File: src/rtl/rv32_pkg.sv
// rv32_pkg: shared RV32 opcodes, funct3 size encodings and MEM stage FSM state
package rv32_pkg;
    localparam logic [6:0] OPC_LOAD   = 7'b0000011;
    localparam logic [6:0] OPC_STORE  = 7'b0100011;
    localparam logic [6:0] OPC_BRANCH = 7'b1100011;
    localparam logic [1:0] SZ_B = 2'b00;
    localparam logic [1:0] SZ_H = 2'b01;
    localparam logic [1:0] SZ_W = 2'b10;
    typedef enum logic [1:0] {S_IDLE, S_REQ, S_WAIT} mem_state_t;
    function automatic logic misaligned(input logic [2:0] funct3, input logic [1:0] addr);
        return (funct3[1:0] == SZ_H && addr[0]) || (funct3[1:0] == SZ_W && addr != 2'b00);
    endfunction
endpackage

File: src/rtl/mem_align.sv
// mem_align: store lane/strobe generation and load byte/half extraction with extension
module mem_align import rv32_pkg::*; (
    input  logic [2:0]  funct3,
    input  logic [1:0]  addr,
    input  logic [31:0] store_data,
    input  logic [31:0] rdata,
    output logic [3:0]  wstrb,
    output logic [31:0] wdata,
    output logic [31:0] ldata
);
    logic [7:0]  byte_sel;
    logic [15:0] half_sel;
    // Replicate store data across lanes, pick load lanes and extend (funct3[2] selects unsigned)
    always_comb begin
        byte_sel = rdata[{addr, 3'b000} +: 8];
        half_sel = rdata[{addr[1], 4'b0000} +: 16];
        wstrb = funct3[1:0] == SZ_B ? 4'b0001 << addr :
                funct3[1:0] == SZ_H ? 4'b0011 << {addr[1], 1'b0} : 4'b1111;
        wdata = funct3[1:0] == SZ_B ? {4{store_data[7:0]}} :
                funct3[1:0] == SZ_H ? {2{store_data[15:0]}} : store_data;
        ldata = funct3[1:0] == SZ_B ? {{24{byte_sel[7] & ~funct3[2]}}, byte_sel} :
                funct3[1:0] == SZ_H ? {{16{half_sel[15] & ~funct3[2]}}, half_sel} : rdata;
    end
endmodule

File: src/rtl/mem_stage.sv
// mem_stage: RV32 memory stage (IDLE/REQ/WAIT) with writeback register.
// Define MEM_MISALIGN_TRAP_EN to add the misalign output and trap misaligned halfword/word ops.
module mem_stage import rv32_pkg::*; #(
    parameter int DMEM_AW = 32
) (
    input  logic               clk,
    input  logic               rst_n,
    input  logic               flush,
`ifdef MEM_MISALIGN_TRAP_EN
    output logic               misalign,
`endif
    input  logic               ex_valid,
    output logic               ex_ready,
    input  logic [6:0]         ex_opcode,
    input  logic [2:0]         ex_funct3,
    input  logic [4:0]         ex_rd_addr,
    input  logic [31:0]        ex_alu_result,
    input  logic [31:0]        ex_store_data,
    output logic               dmem_req,
    output logic               dmem_we,
    output logic [DMEM_AW-1:0] dmem_addr,
    output logic [3:0]         dmem_wstrb,
    output logic [31:0]        dmem_wdata,
    input  logic               dmem_gnt,
    input  logic               dmem_rvalid,
    input  logic [31:0]        dmem_rdata,
    output logic               wb_valid,
    output logic [6:0]         wb_opcode,
    output logic [4:0]         wb_rd_addr,
    output logic [31:0]        wb_rd_data
);
    mem_state_t         state, state_n;
    logic               drop, drop_n, retire, accept, is_mem, is_load, trap;
    logic [6:0]         req_opcode;
    logic [2:0]         req_funct3;
    logic [4:0]         req_rd_addr;
    logic [DMEM_AW-1:0] req_addr;
    logic [31:0]        req_store_data, ldata;
    logic [3:0]         wstrb;

    assign accept  = ex_valid && state == S_IDLE && !flush;
    assign is_mem  = ex_opcode == OPC_LOAD || ex_opcode == OPC_STORE;
    assign is_load = req_opcode == OPC_LOAD;
`ifdef MEM_MISALIGN_TRAP_EN
    assign trap = accept && is_mem && misaligned(ex_funct3, ex_alu_result[1:0]);
`else
    assign trap = 1'b0;
`endif
    assign dmem_addr = {req_addr[DMEM_AW-1:2], 2'b00};

    mem_align u_align (
        .funct3     (req_funct3),
        .addr       (req_addr[1:0]),
        .store_data (req_store_data),
        .rdata      (dmem_rdata),
        .wstrb      (wstrb),
        .wdata      (dmem_wdata),
        .ldata      (ldata)
    );

    // Next state and handshake outputs; a load flushed after its grant waits out rvalid with drop set
    always_comb begin
        state_n    = state;
        drop_n     = drop;
        retire     = 1'b0;
        ex_ready   = state == S_IDLE;
        dmem_req   = state == S_REQ;
        dmem_we    = state == S_REQ && !is_load;
        dmem_wstrb = dmem_we ? wstrb : 4'b0000;
        case (state)
            S_IDLE: state_n = accept && is_mem && !trap ? S_REQ : S_IDLE;
            S_REQ: begin
                if (dmem_gnt && (!is_load || dmem_rvalid)) begin
                    state_n = S_IDLE;
                    retire  = !flush;
                end else if (dmem_gnt) begin
                    state_n = S_WAIT;
                    drop_n  = flush;
                end else if (flush) begin
                    state_n = S_IDLE;
                end
            end
            S_WAIT: begin
                state_n = dmem_rvalid ? S_IDLE : S_WAIT;
                retire  = dmem_rvalid && !drop && !flush;
                drop_n  = drop || flush;
            end
            default: state_n = S_IDLE;
        endcase
    end

    // FSM state and pending-drop flag
    always_ff @(posedge clk or negedge rst_n) begin
        if (!rst_n) begin
            state <= S_IDLE;
            drop  <= 1'b0;
        end else begin
            state <= state_n;
            drop  <= drop_n;
        end
    end

    // Captured op fields and the writeback entry (fields hold between pulses)
    always_ff @(posedge clk or negedge rst_n) begin
        if (!rst_n) begin
            req_opcode     <= '0;
            req_funct3     <= '0;
            req_rd_addr    <= '0;
            req_addr       <= '0;
            req_store_data <= '0;
            wb_valid       <= 1'b0;
            wb_opcode      <= '0;
            wb_rd_addr     <= '0;
            wb_rd_data     <= '0;
`ifdef MEM_MISALIGN_TRAP_EN
            misalign       <= 1'b0;
`endif
        end else begin
            wb_valid <= retire || (accept && !is_mem);
            if (accept) begin
                req_opcode     <= ex_opcode;
                req_funct3     <= ex_funct3;
                req_rd_addr    <= ex_rd_addr;
                req_addr       <= ex_alu_result[DMEM_AW-1:0];
                req_store_data <= ex_store_data;
            end
            if (accept && !is_mem) begin
                wb_opcode  <= ex_opcode;
                wb_rd_addr <= ex_rd_addr;
                wb_rd_data <= ex_alu_result;
            end else if (retire) begin
                wb_opcode  <= req_opcode;
                wb_rd_addr <= req_rd_addr;
                wb_rd_data <= is_load ? ldata : req_store_data;
            end
`ifdef MEM_MISALIGN_TRAP_EN
            misalign <= trap;
`endif
        end
    end
endmodule

File: config.mk
export PLATFORM = sky130hd
export DESIGN_NAME = mem_stage
export DESIGN_NICKNAME = d
export VERILOG_FILES = /design/src/rtl/rv32_pkg.sv /design/src/rtl/mem_align.sv /design/src/rtl/mem_stage.sv
export SDC_FILE = /design/constraint.sdc
export NUM_CORES = 1
export LEC_CHECK = 0
export CAP_MARGIN = 20
export CORE_ASPECT_RATIO = 1.4
export CORE_MARGIN = 2
export CORE_UTILIZATION = 45
export DETAILED_ROUTE_END_ITERATION = 16
export PLACE_DENSITY = 0.89
export RECOVER_POWER = 25
export SYNTH_ARGS = -nofsm -noshare
export SYNTH_HDL_FRONTEND = slang
export SYNTH_SLANG_ARGS = --single-unit
File: constraint.sdc
create_clock -name clk -period 3 [get_ports clk]
set_input_delay 0.75 -clock clk [delete_from_list [all_inputs] [get_ports clk]]
set_output_delay 0.75 -clock clk [all_outputs]
set_load 0.005 [all_outputs]
==> impl_metrics.json <==
{
  "fillCellCount": 1159,
  "grt_pass1_vias": 6319,
  "final_common_cell": "clkdlybuf4s50_1",
  "relSlewSlack_pct": 12.4,
  "worstMarginPinSlew_ns": 1.31,
  "dieArea_um2": 16100,
  "status": "finished clean",
  "postSynthCellCount": 636,
  "cts_inserted_buffers": 17,
  "finalMaxSlewViolations": 0,
  "grt_max_degree": 52,
  "vias_per_cell": 5.75,
  "fmax_mhz": 343,
  "critPathKind": "flip-flop to output port",
  "insertion_delay_ns": 0.42,
  "arrival_ns": 2.16,
  "die_w_um": 108,
  "antenna_found_initial": 0,
  "rows": 53,
  "drive_above_1_share_pct": 21.4,
  "grt_overflow_total": 0,
  "nets": 953,
  "drt-total-wl_mm": 22.5,
  "ys.flop_type": "dfrtp_1",
  "cp_slowest_stage_delay_ns": 0.56,
  "cts.clk_slew.worst_paths_ns": 0.06,
  "slowest_stage": "dfrtp_2",
  "chipHeight_um": 149,
  "drtIter0Drc": 542,
  "drc": 0,
  "gp_congestion": 0.912,
  "io_buffers": 230,
  "core_um2": 14900,
  "ys_seq_area_share_pct": 46.9,
  "antenna_left": 0,
  "regArea_um2": 3180,
  "maxCapViolations": 0,
  "clkSinkCount": 127,
  "critPathMaxFanout": 14,
  "clockBufferDepth": 2,
  "fin_tns_setup_ns": 0,
  "p_leak_nw": 4.01,
  "timing.hold.ws_ns": 0.238,
  "hpwl_mm": 16.5,
  "vias": 5965,
  "start_util_pct": 45.6,
  "path_buf_inv": 2,
  "htreeDepth": 4,
  "track_usage_pct": 28.5,
  "finalClockSkew_ns": 0.0134,
  "timing.final.crit_share_pct": 97.1,
  "area_delta_synth_final_pct": 42.3,
  "setup_viol": 0,
  "multiInputGateArea_um2": 3050,
  "startpoint_type": "flip-flop",
  "synth-async-reset-ratio_pct": 100,
  "cp_top_family": "buffers and inverters",
  "ir_drop_mv": 0.336,
  "rsz0062_at_grt": "false",
  "ys_types": 54,
  "final_cell_mix": "224 x clkdlybuf4s50_1, 125 x dfrtp_1, 95 x mux2_2, 61 x a21oi_1, 43 x nor2_1",
  "root_buffer": "clkbuf_16",
  "cts_tree": "done",
  "antennaDiodeCount": 0,
  "avgSynthCellArea_um2": 10.6,
  "synth_edf_count": 0,
  "grt_pass1_wl_mm": 35.0,
  "cp-end-kind": "output port",
  "crit_chain": "buf_4, mux2i_1, o21ai_0, clkdlybuf4s50_1",
  "required_ns": 2.25,
  "io-pin-count": 233,
  "hold_buffers": 0,
  "synth_seq_cells": 127,
  "firstDrtPassIters": 7,
  "hold_path_class": "input port to asynchronous set/reset pin",
  "p_per_area_nw_per_um2": 581,
  "yosysWarnings": 0,
  "hold_viol": 0,
  "period_needed_ns": 2.91,
  "routedWlPerCell_um": 21.7,
  "syn_area_um2": 6770
}
[worst paths after layout]
check | from | to | slack, ns | cells past startpoint
max | req_funct3[0] | dmem_wdata[28] | 0.09 | 4
min | rst_n | req_addr[10] | 0.24 | 1
max reg2reg | req_opcode[6] | wb_rd_data[27] | 0.30 | 7
min reg2reg | req_addr[16] | req_addr[16] | 0.50 | 1
max in group asynchronous | rst_n | req_addr[21] | 1.13 | 2
min in group clk | req_addr[16] | req_addr[16] | 0.50 | 1
[Yosys cell counts (2+ instances only)]
| library cell | number | area share (%) |
|---|---|---|
| dfrtp_1 | 127 | 47 |
| a221o_2 | 5 | 0.83 |
| o41ai_1 | 3 | 0.39 |
| o221ai_1 | 7 | 0.91 |
| nor2b_1 | 3 | 0.28 |
| nand3b_1 | 3 | 0.33 |
| mux2i_1 | 17 | 2.5 |
| nor3_1 | 5 | 0.37 |
| o22ai_1 | 10 | 0.92 |
| and2_1 | 7 | 0.65 |
| ha_1 | 4 | 0.74 |
| o21bai_1 | 12 | 1.3 |
| nand3_1 | 19 | 1.4 |
| nor2_1 | 43 | 2.4 |
| inv_1 | 6 | 0.33 |
| clkbuf_1 | 23 | 1.3 |
| o21ai_0 | 18 | 1.3 |
| a22o_1 | 7 | 0.91 |
| nand2b_1 | 3 | 0.28 |
| buf_6 | 5 | 0.83 |
| o2bb2ai_1 | 6 | 0.78 |
| mux2_2 | 95 | 16 |
| o31ai_1 | 4 | 0.44 |
| a31oi_1 | 12 | 1.1 |
| o211ai_1 | 9 | 1.0 |
| buf_4 | 41 | 4.5 |
| buf_1 | 5 | 0.28 |
| a21oi_1 | 61 | 4.5 |
| buf_2 | 11 | 0.81 |
| a221o_1 | 2 | 0.30 |
| and3_1 | 3 | 0.28 |
| nand2_1 | 38 | 2.1 |
[kinds of logic (layout without fill, tap and decap cells)]
group,count (synthesis),after routing,synth area share (%)
mux,112,112,18.3
other cells,1,2,0.0554
flops,127,127,46.9
compound gates,166,166,16.5
simple gates,133,133,9.11
fa+ha+maj,4,4,0.739
buf+inv,93,301,8.35
[power by group]
| part | switching [mW] | internal (mW) |
|---|---|---|
| Sequential | 0.216 | 1.96 |
| Clock | 0.809 | 1.17 |
| Combinational | 0.565 | 0.876 |
[final cells by class]
type	instances	share of cell area, %
Inverter	7	0.273
Tap cell	192	2.49
Timing Repair Buffer	262	26.6
Sequential cell	127	33.0
Clock buffer	18	4.56
Clock inverter	14	1.36
Multi-Input combinational cell	417	31.7
[flip-flops by register name (all words and copies together), names as in the netlist]
name and cells:
req_store_data 32, wb_valid 1, wb_opcode 7, wb_rd_data 32, req_rd_addr 5, state 2, req_opcode 7, req_funct3 3
drop 1, wb_rd_addr 5, req_addr 32
[per-stage QoR]
stage / instance area (um2) / utilization [%] / power, mW / setup WS (ns) / std cells
after floorplan: 6780 / - / 2.81 / 0.645 / 637
after global placement: 9050 / 61.0 / 3.58 / 0.279 / 1002
after detailed placement: 9050 / 61.0 / 3.62 / 0.215 / 1002
after CTS: 9650 / 65.0 / 5.63 / 0.0110 / 1037
after global routing: 9640 / 64.9 / 5.84 / 0.0641 / 1037
final: 9640 / 64.9 / 5.60 / 0.0864 / 1037
[metal layers]
layer / vias up / global-route usage, % / wire (um)
li1: 2654 / - / -
met1: 2928 / 34.0 / 8400
met2: 315 / 48.3 / 11400
met3: 68 / 6.38 / 1610
met4: 0 / 14.0 / 1050
met5: - / 0 / 0
[repair_timing]
action                     in CTS  in global routing
pin swaps                       2                  0
resized for setup               6                  2
setup endpoints to repair       7                  2
buffers inserted                3                  0
Note: power is estimated with default switching activity, not from simulation.
